--- src/rtl/dds_sweep_ctrl.sv ---
// rtl/dds_sweep_ctrl.sv - DDS frequency sweep controller
// Steps a phase-increment word from start to stop, strobing each word into the DDS.
module dds_sweep_ctrl (
  input  logic        clk,
  input  logic        reset,
  input  logic        start,
  input  logic        abort,
  input  logic        mode,
  input  logic [31:0] start_word,
  input  logic [31:0] stop_word,
  input  logic [31:0] step_word,
  input  logic [15:0] dwell,
  output logic [31:0] data,
  output logic        we,
  output logic        ce,
  output logic        busy,
  output logic        done,
  output logic        wrap
);

  typedef enum logic [1:0] {IDLE, LOAD, DWELL, DONE} state_t;

  state_t      state;
  logic [31:0] cfg_start;
  logic [31:0] cfg_stop;
  logic [31:0] cfg_step;
  logic [15:0] cfg_dwell;
  logic        cfg_mode;
  logic [15:0] cnt;

  logic [32:0] next_word;
  logic        sweep_end;
  logic        reload_ok;

  // data always holds the current word, so it doubles as the sweep accumulator.
  always_comb begin
    next_word = {1'b0, data} + {1'b0, cfg_step};
    sweep_end = (cfg_step == 32'd0) || (next_word > {1'b0, cfg_stop});
    reload_ok = cfg_mode && (cfg_step != 32'd0) && (cfg_start <= cfg_stop);
  end

  always_ff @(posedge clk or negedge reset) begin
    if (!reset) begin
      state     <= IDLE;
      cfg_start <= 32'd0;
      cfg_stop  <= 32'd0;
      cfg_step  <= 32'd0;
      cfg_dwell <= 16'd1;
      cfg_mode  <= 1'b0;
      cnt       <= 16'd0;
      data      <= 32'd0;
      we        <= 1'b0;
      ce        <= 1'b0;
      busy      <= 1'b0;
      done      <= 1'b0;
      wrap      <= 1'b0;
    end else begin
      we   <= 1'b0;
      done <= 1'b0;
      wrap <= 1'b0;
      if (abort) begin
        state <= IDLE;
        ce    <= 1'b0;
        busy  <= 1'b0;
      end else begin
        case (state)
          IDLE: begin
            if (start) begin
              cfg_start <= start_word;
              cfg_stop  <= stop_word;
              cfg_step  <= step_word;
              cfg_dwell <= (dwell == 16'd0) ? 16'd1 : dwell;
              cfg_mode  <= mode;
              data      <= start_word;
              we        <= 1'b1;
              ce        <= 1'b1;
              busy      <= 1'b1;
              state     <= LOAD;
            end
          end
          LOAD: begin
            cnt   <= cfg_dwell - 16'd1;
            state <= DWELL;
          end
          DWELL: begin
            if (cnt != 16'd0) begin
              cnt <= cnt - 16'd1;
            end else if (!sweep_end) begin
              data  <= next_word[31:0];
              we    <= 1'b1;
              state <= LOAD;
            end else if (reload_ok) begin
              data  <= cfg_start;
              we    <= 1'b1;
              wrap  <= 1'b1;
              state <= LOAD;
            end else begin
              // ce stays high so the DDS keeps emitting the final frequency.
              done  <= 1'b1;
              busy  <= 1'b0;
              state <= DONE;
            end
          end
          DONE: begin
            state <= IDLE;
          end
          default: begin
            state <= IDLE;
          end
        endcase
      end
    end
  end

endmodule

--- config.mk ---
export PLATFORM = sky130hd
export DESIGN_NAME = dds_sweep_ctrl
export DESIGN_NICKNAME = d
export VERILOG_FILES = /design/src/rtl/dds_sweep_ctrl.sv
export SDC_FILE = /design/constraint.sdc
export NUM_CORES = 1
export LEC_CHECK = 0
export BUFFER_PORTS_ARGS = -buffer_cell sky130_fd_sc_hd__clkbuf_2
export CORE_ASPECT_RATIO = 0.9
export CORE_UTILIZATION = 40
export DETAILED_ROUTE_END_ITERATION = 10
export PLACE_DENSITY = 0.62
export SETUP_SLACK_MARGIN = 0.05
export SLEW_MARGIN = 10
export SYNTH_ARGS = -nofsm -noshare
export SYNTH_HDL_FRONTEND = slang
export SYNTH_SLANG_ARGS = --single-unit
export TNS_END_PERCENT = 50
--- constraint.sdc ---
create_clock -name clk -period 11.05 [get_ports clk]
set_clock_uncertainty 0.1 [all_clocks]
set_input_delay 0 -clock clk [delete_from_list [all_inputs] [get_ports clk]]
set_output_delay 0 -clock clk [all_outputs]
set_load 0.03 [all_outputs]
# After elaboration in Yosys (flattened, before gate mapping)

Cells that the tools add are included.

Flip-flop bits (word level): 168
Bits of input ports: 117
Output and inout port bits: 37

$lt $le $gt $ge: 2
Reduce and logical (&&, ||, !) cells: 19
Add/subtract/negate cells: 3
Mux-type cells: 37
Bitwise operators: 1
Equality and inequality tests: 11

Operators with widths:

| operator                                                              | count |
|---|---|
| 32-bit 2-to-1 mux                                                     | 4 |
| 32-bit one-hot mux with 2 select lines                                | 1 |
| 32-bit by 32-bit adder with 33-bit output                             | 1 |
| 33-bit by 32-bit > comparator with 1-bit output                       | 1 |
| 32-bit <= comparator                                                  | 1 |
| 32-bit zero test                                                      | 1 |
| 16-bit 2-to-1 mux                                                     | 2 |
| 16-bit one-hot mux with 2 select lines                                | 1 |
| 32-bit nonzero test                                                   | 1 |
| 16-bit by 1-bit subtractor with 16-bit output (second input constant) | 2 |
| 1-bit 2-to-1 mux                                                      | 21 |
| 16-bit zero test                                                      | 1 |
| 16-bit nonzero test                                                   | 1 |
| 3-bit inequality test (second input constant)                         | 5 |
| 2-bit 2-to-1 mux                                                      | 5 |
| 5-bit AND reduction                                                   | 2 |
| 2-bit one-hot mux with 4 select lines                                 | 1 |
| 2-bit nonzero test                                                    | 4 |
| 2-bit inequality test (second input constant)                         | 3 |
| 3-bit AND reduction                                                   | 2 |
| 2-bit == test (second input constant)                                 | 2 |
| 1-bit one-hot mux with 2 select lines                                 | 2 |
| 2-bit AND reduction                                                   | 2 |
| 3-bit nonzero test                                                    | 1 |
| other kinds (5)                                                       | 6 |

# Logic depth before layout (Yosys ltp)

Depth after elaboration: 8
Mapped depth: 23
Gate-level depth less buffers: 19

# Worst setup path after synthesis

Ideal clock, no wire load.

Path kind: reg2reg
From: register data[3]
To: register data[16]
Setup slack: 5,955 ps
Period minus slack after synthesis: 5,095 ps
Cell stages (with the launch flop): 22
Arrival time: 4,892 ps
Data required time: 10,846 ps
Path through: dfrtp_1 > ha_1 > and2_1 > a221oi_1 > nand4_1 > a211oi_2 > a211oi_1 > o41ai_2 > o21ai_0 > xor2_1 > ha_1 > and3_1 > a21oi_1 > a41o_1 > a31o_2 > and3_1 > buf_2 > o31ai_2 > buf_6 > buf_2 > nand2_1 > o41ai_2

Longest elaborated chain between the ends: 6

RTL lines:

| element                                         | line | source |
|---|---|---|
| from (decl)                                     | 13   | `output logic [31:0] data,` |
| from (signal assigned)                          | 74   | `data <= start_word;` |
| from (signal assigned)                          | 89   | `data <= next_word[31:0];` |
| from (signal assigned)                          | 93   | `data <= cfg_start;` |
| 32-bit by 32-bit adder with 33-bit output *     | 37   | `next_word = {1'b0, data} + {1'b0, cfg_step};` |
| 33-bit by 32-bit > comparator with 1-bit output | 38   | `sweep_end = (cfg_step == 32'd0) \|\| (next_word > {1'b0, cfg_stop});` |
| 1-bit logical OR                                | 38   |  |
| 32-bit 2-to-1 mux                               | 88   | `end else if (!sweep_end) begin` |
| 32-bit 2-to-1 mux                               | 86   | `if (cnt != 16'd0) begin` |
| 32-bit one-hot mux with 2 select lines          | 66   | `case (state)` |

Mark *: on every way between the ends. The rest lies on a longest branch, timed or not. The select of a mux whose other input is x is not followed.
A chain may end at the register's enable or synchronous reset.

# Worst setup path in the final report

From: register data[3]
To: register data[2]

Longest elaborated chain between the ends: 6

RTL lines:

| element                                           | line |
|---|---|
| 32-bit by 32-bit adder with 33-bit output *       | 37 |
| 33-bit by 32-bit > comparator with 1-bit output * | 38 |
| 1-bit logical OR *                                | 38 |
| 32-bit 2-to-1 mux                                 | 88 |
| 32-bit 2-to-1 mux                                 | 86 |
| 32-bit one-hot mux with 2 select lines            | 66 |

Marked as above.

==> impl_metrics.ini <==
[detailed_routing]
antenna_left = 0
initialDrtViolationCount = 822
vias = 10129
wl_per_cell_um = 17.3
post-route-drc-count = 0
drt-pass1-iter-count = 6
viasPerCell = 5.38
routed_wirelength_um = 32500

[worst_setup_path]
cp-start-kind = flop
path_class = flop to flop
r2r_start = data[3]$_DFFE_PN0P_
crit_fanout = 40
critPathLaunch = data[3]$_DFFE_PN0P_
arrival_ps = 7450
r2r_slack_ps = 3820
cp.required_ps = 11270
endpoint_kind = flop

[layout]
n_antenna_cell = 0
area_growth_pct = 25.9
final_util_pct = 51.8
final_net_count = 1735
drive_above_1_share_pct = 14.3
n_fill_cell = 2489

[timing]
fin_crit_ps = 7230
final_hold_viol_count = 0
report.final.slew_viol_count = 0
setup_tns_ps = 0
whs_ps = 106
final-setup-viol-count = 0
slew_headroom_pct = 32.0
rsz0062_at_grt = false
worst_pin_slew_ps = 1020
fmax_mhz = 138
post-route-period-util_pct = 65.4

[die]
initial_utilization_pct = 41.2
pin_count = 154
die_y_um = 158
core_mm2 = 0.0263
placement_rows = 56
die_area_mm2 = 0.0278
die_w_um = 176

[power]
power_density_mw_per_mm2 = 263
p_sw_uw = 1670
p_int_uw = 1920
sequentialPowerShare_pct = 26.6
peakVddDrop_mv = 0.223
p_sw_share_pct = 46.5
clockPowerShare_pct = 17.1
leakage_uw = 0.00676
combPwrFrac_pct = 56.3

[global_routing]
grt_max_degree = 99
groute.usage.overall_pct = 24.1
grt_pass1_vias = 9679
grt_pass1_wl_um = 52200
antenna_found_initial = 0
grt_overflow_total = 0

[synth]
synth_area_leader_cell = dfrtp_1
async_flop_share_pct = 100
postSynthCellCount = 1279
synthesis.nets = 1494
synth_cell_type_count = 68
synthTopCellsByCount = 316 x nand2_1, 167 x dfrtp_1, 97 x ha_1
post-synth-top-count-cell = nand2_1
ys_seq_elements = 168
yosysWarnings = 0
synth_area_leaders = dfrtp_1 39%, ha_1 11%, nand2_1 11%
yosys.area.top_type_share_pct = 38.5
avgSynthCellArea_um2 = 8.48
synth_edf_count = 0
syn_area_mm2 = 0.0108
synth_ff_type = dfrtp_1
ys_seq_area_share_pct = 38.8

[flow_run]
maxCapViolations = 0

[placement]
gp_congestion = 0.860
portBuffers = 153
hpwl_um = 23100

[clock_network]
clk_path_buf_depth = 2
root_buffer = clkbuf_16
tritoncts = yes
clock_sinks = 168
cts_resized = 0
cts_buffers = 17
clk_pin_slew_ps = 70
cts.htree.levels = 4
cts_hold_buf = 116
cts_setup_buffers = 0
clk_latency_ps = 440

[run_status]
status = finished, final reports clean

[worst_hold_path]
hold_path.class = input pin to async pin
-- state kept, by name (all words and copies together), names as in the netlist --
name       flops
ce             1
busy           1
done           1
cfg_step      32
wrap           1
state          2
cfg_mode       1
data          32
cnt           16
cfg_start     32
cfg_dwell     16
cfg_stop      32
we             1
-- power groups by stage --
stage	registers, uW	clock network (uW)	logic (uW)
after global routing	978	655	2250
after detailed placement	964	0	1950
after CTS	955	626	2000
after floorplan	1010	0	1370
after global placement	962	0	1940
final	958	615	2020
-- worst max-delay path, stage by stage, from the launching register on --
cell and delay [ps]:
dfrtp_1 400, ha_1 360, and2_1 190, a221oi_1 530
nand4_1 250, a211oi_2 520, a21oi_1 210, mux2i_1 220
nand3_1 100, ha_1 300, nand4_1 150, nor4_1 490
nor3b_1 390, a222oi_1 170, a31o_2 240, and3_2 540
o31ai_4 900, buf_4 540, inv_1 180, mux2_2 300
-- cell families after synthesis --
family          count (synthesis)  share of synthesized area [%]
simple gates                  538                           21.5
compound gates                300                           18.3
flops                         168                           38.8
buf+inv                       105                           3.88
fa+ha+maj                      98                           11.4
mux                            38                           3.53
xor+xnor                       32                           2.58
-- cell type report --
| cell class | count | area (um2) | share of cell area, % |
|---|---|---|---|
| sequential | 168 | 4210 | 30.8 |
| clock buffer | 19 | 453 | 3.32 |
| multi-input combinational | 1006 | 6250 | 45.7 |
| tap | 348 | 435 | 3.19 |
| clock inverter | 13 | 141 | 1.04 |
| inverter | 51 | 191 | 1.40 |
| timing repair buffer | 276 | 1990 | 14.5 |
-- through the flow --
stage	power, uW	setup WS [ps]	area (um2)	std cells
2_1_floorplan	2380	5950	10800	1279
3_3_place_gp	2910	4120	11900	1733
3_5_place_dp	2920	3950	11900	1733
4_1_cts	3590	3900	13700	1881
5_1_grt	3880	3350	13700	1881
6_report	3600	3820	13700	1881
-- cells in the final DEF, fill, tap and decap left out, types with 18 or more instances in the layout --
cell / instances
dfrtp_1: 167
ha_1: 97
nand4_1: 21
dlygate4sd3_1: 116
o21ai_0: 78
nand3_1: 18
xnor2_1: 22
clkbuf_2: 152
a21oi_1: 70
mux2i_1: 36
nor3_1: 33
a21o_1: 41
nand2_1: 316
inv_1: 50
a211oi_1: 33
nor2_1: 86
-- worst paths after layout --
check | to | depth (start not counted)
setup / recovery | data[2]$_DFFE_PN0P_ | 19
hold / removal | cfg_stop[23]$_DFFE_PN0P_ | 2
setup reg to reg | data[2]$_DFFE_PN0P_ | 19
hold reg to reg | ce$_DFFE_PN0P_ | 2
max in group asynchronous | data[5]$_DFFE_PN0P_ | 3
min in group clk | cfg_step[5]$_DFFE_PN0P_ | 4
-- metal layers --
metal | vias to the layer above | track usage [%] | part of all wire [%]
met5 | - | 0 | 0
met4 | 0 | 5.80 | 1.4
met3 | 30 | 4.54 | 5.3
met2 | 296 | 36.3 | 43
met1 | 4811 | 35.3 | 50
li1 | 4992 | - | -
No activity file was read; power rests on OpenSTA's default activity.
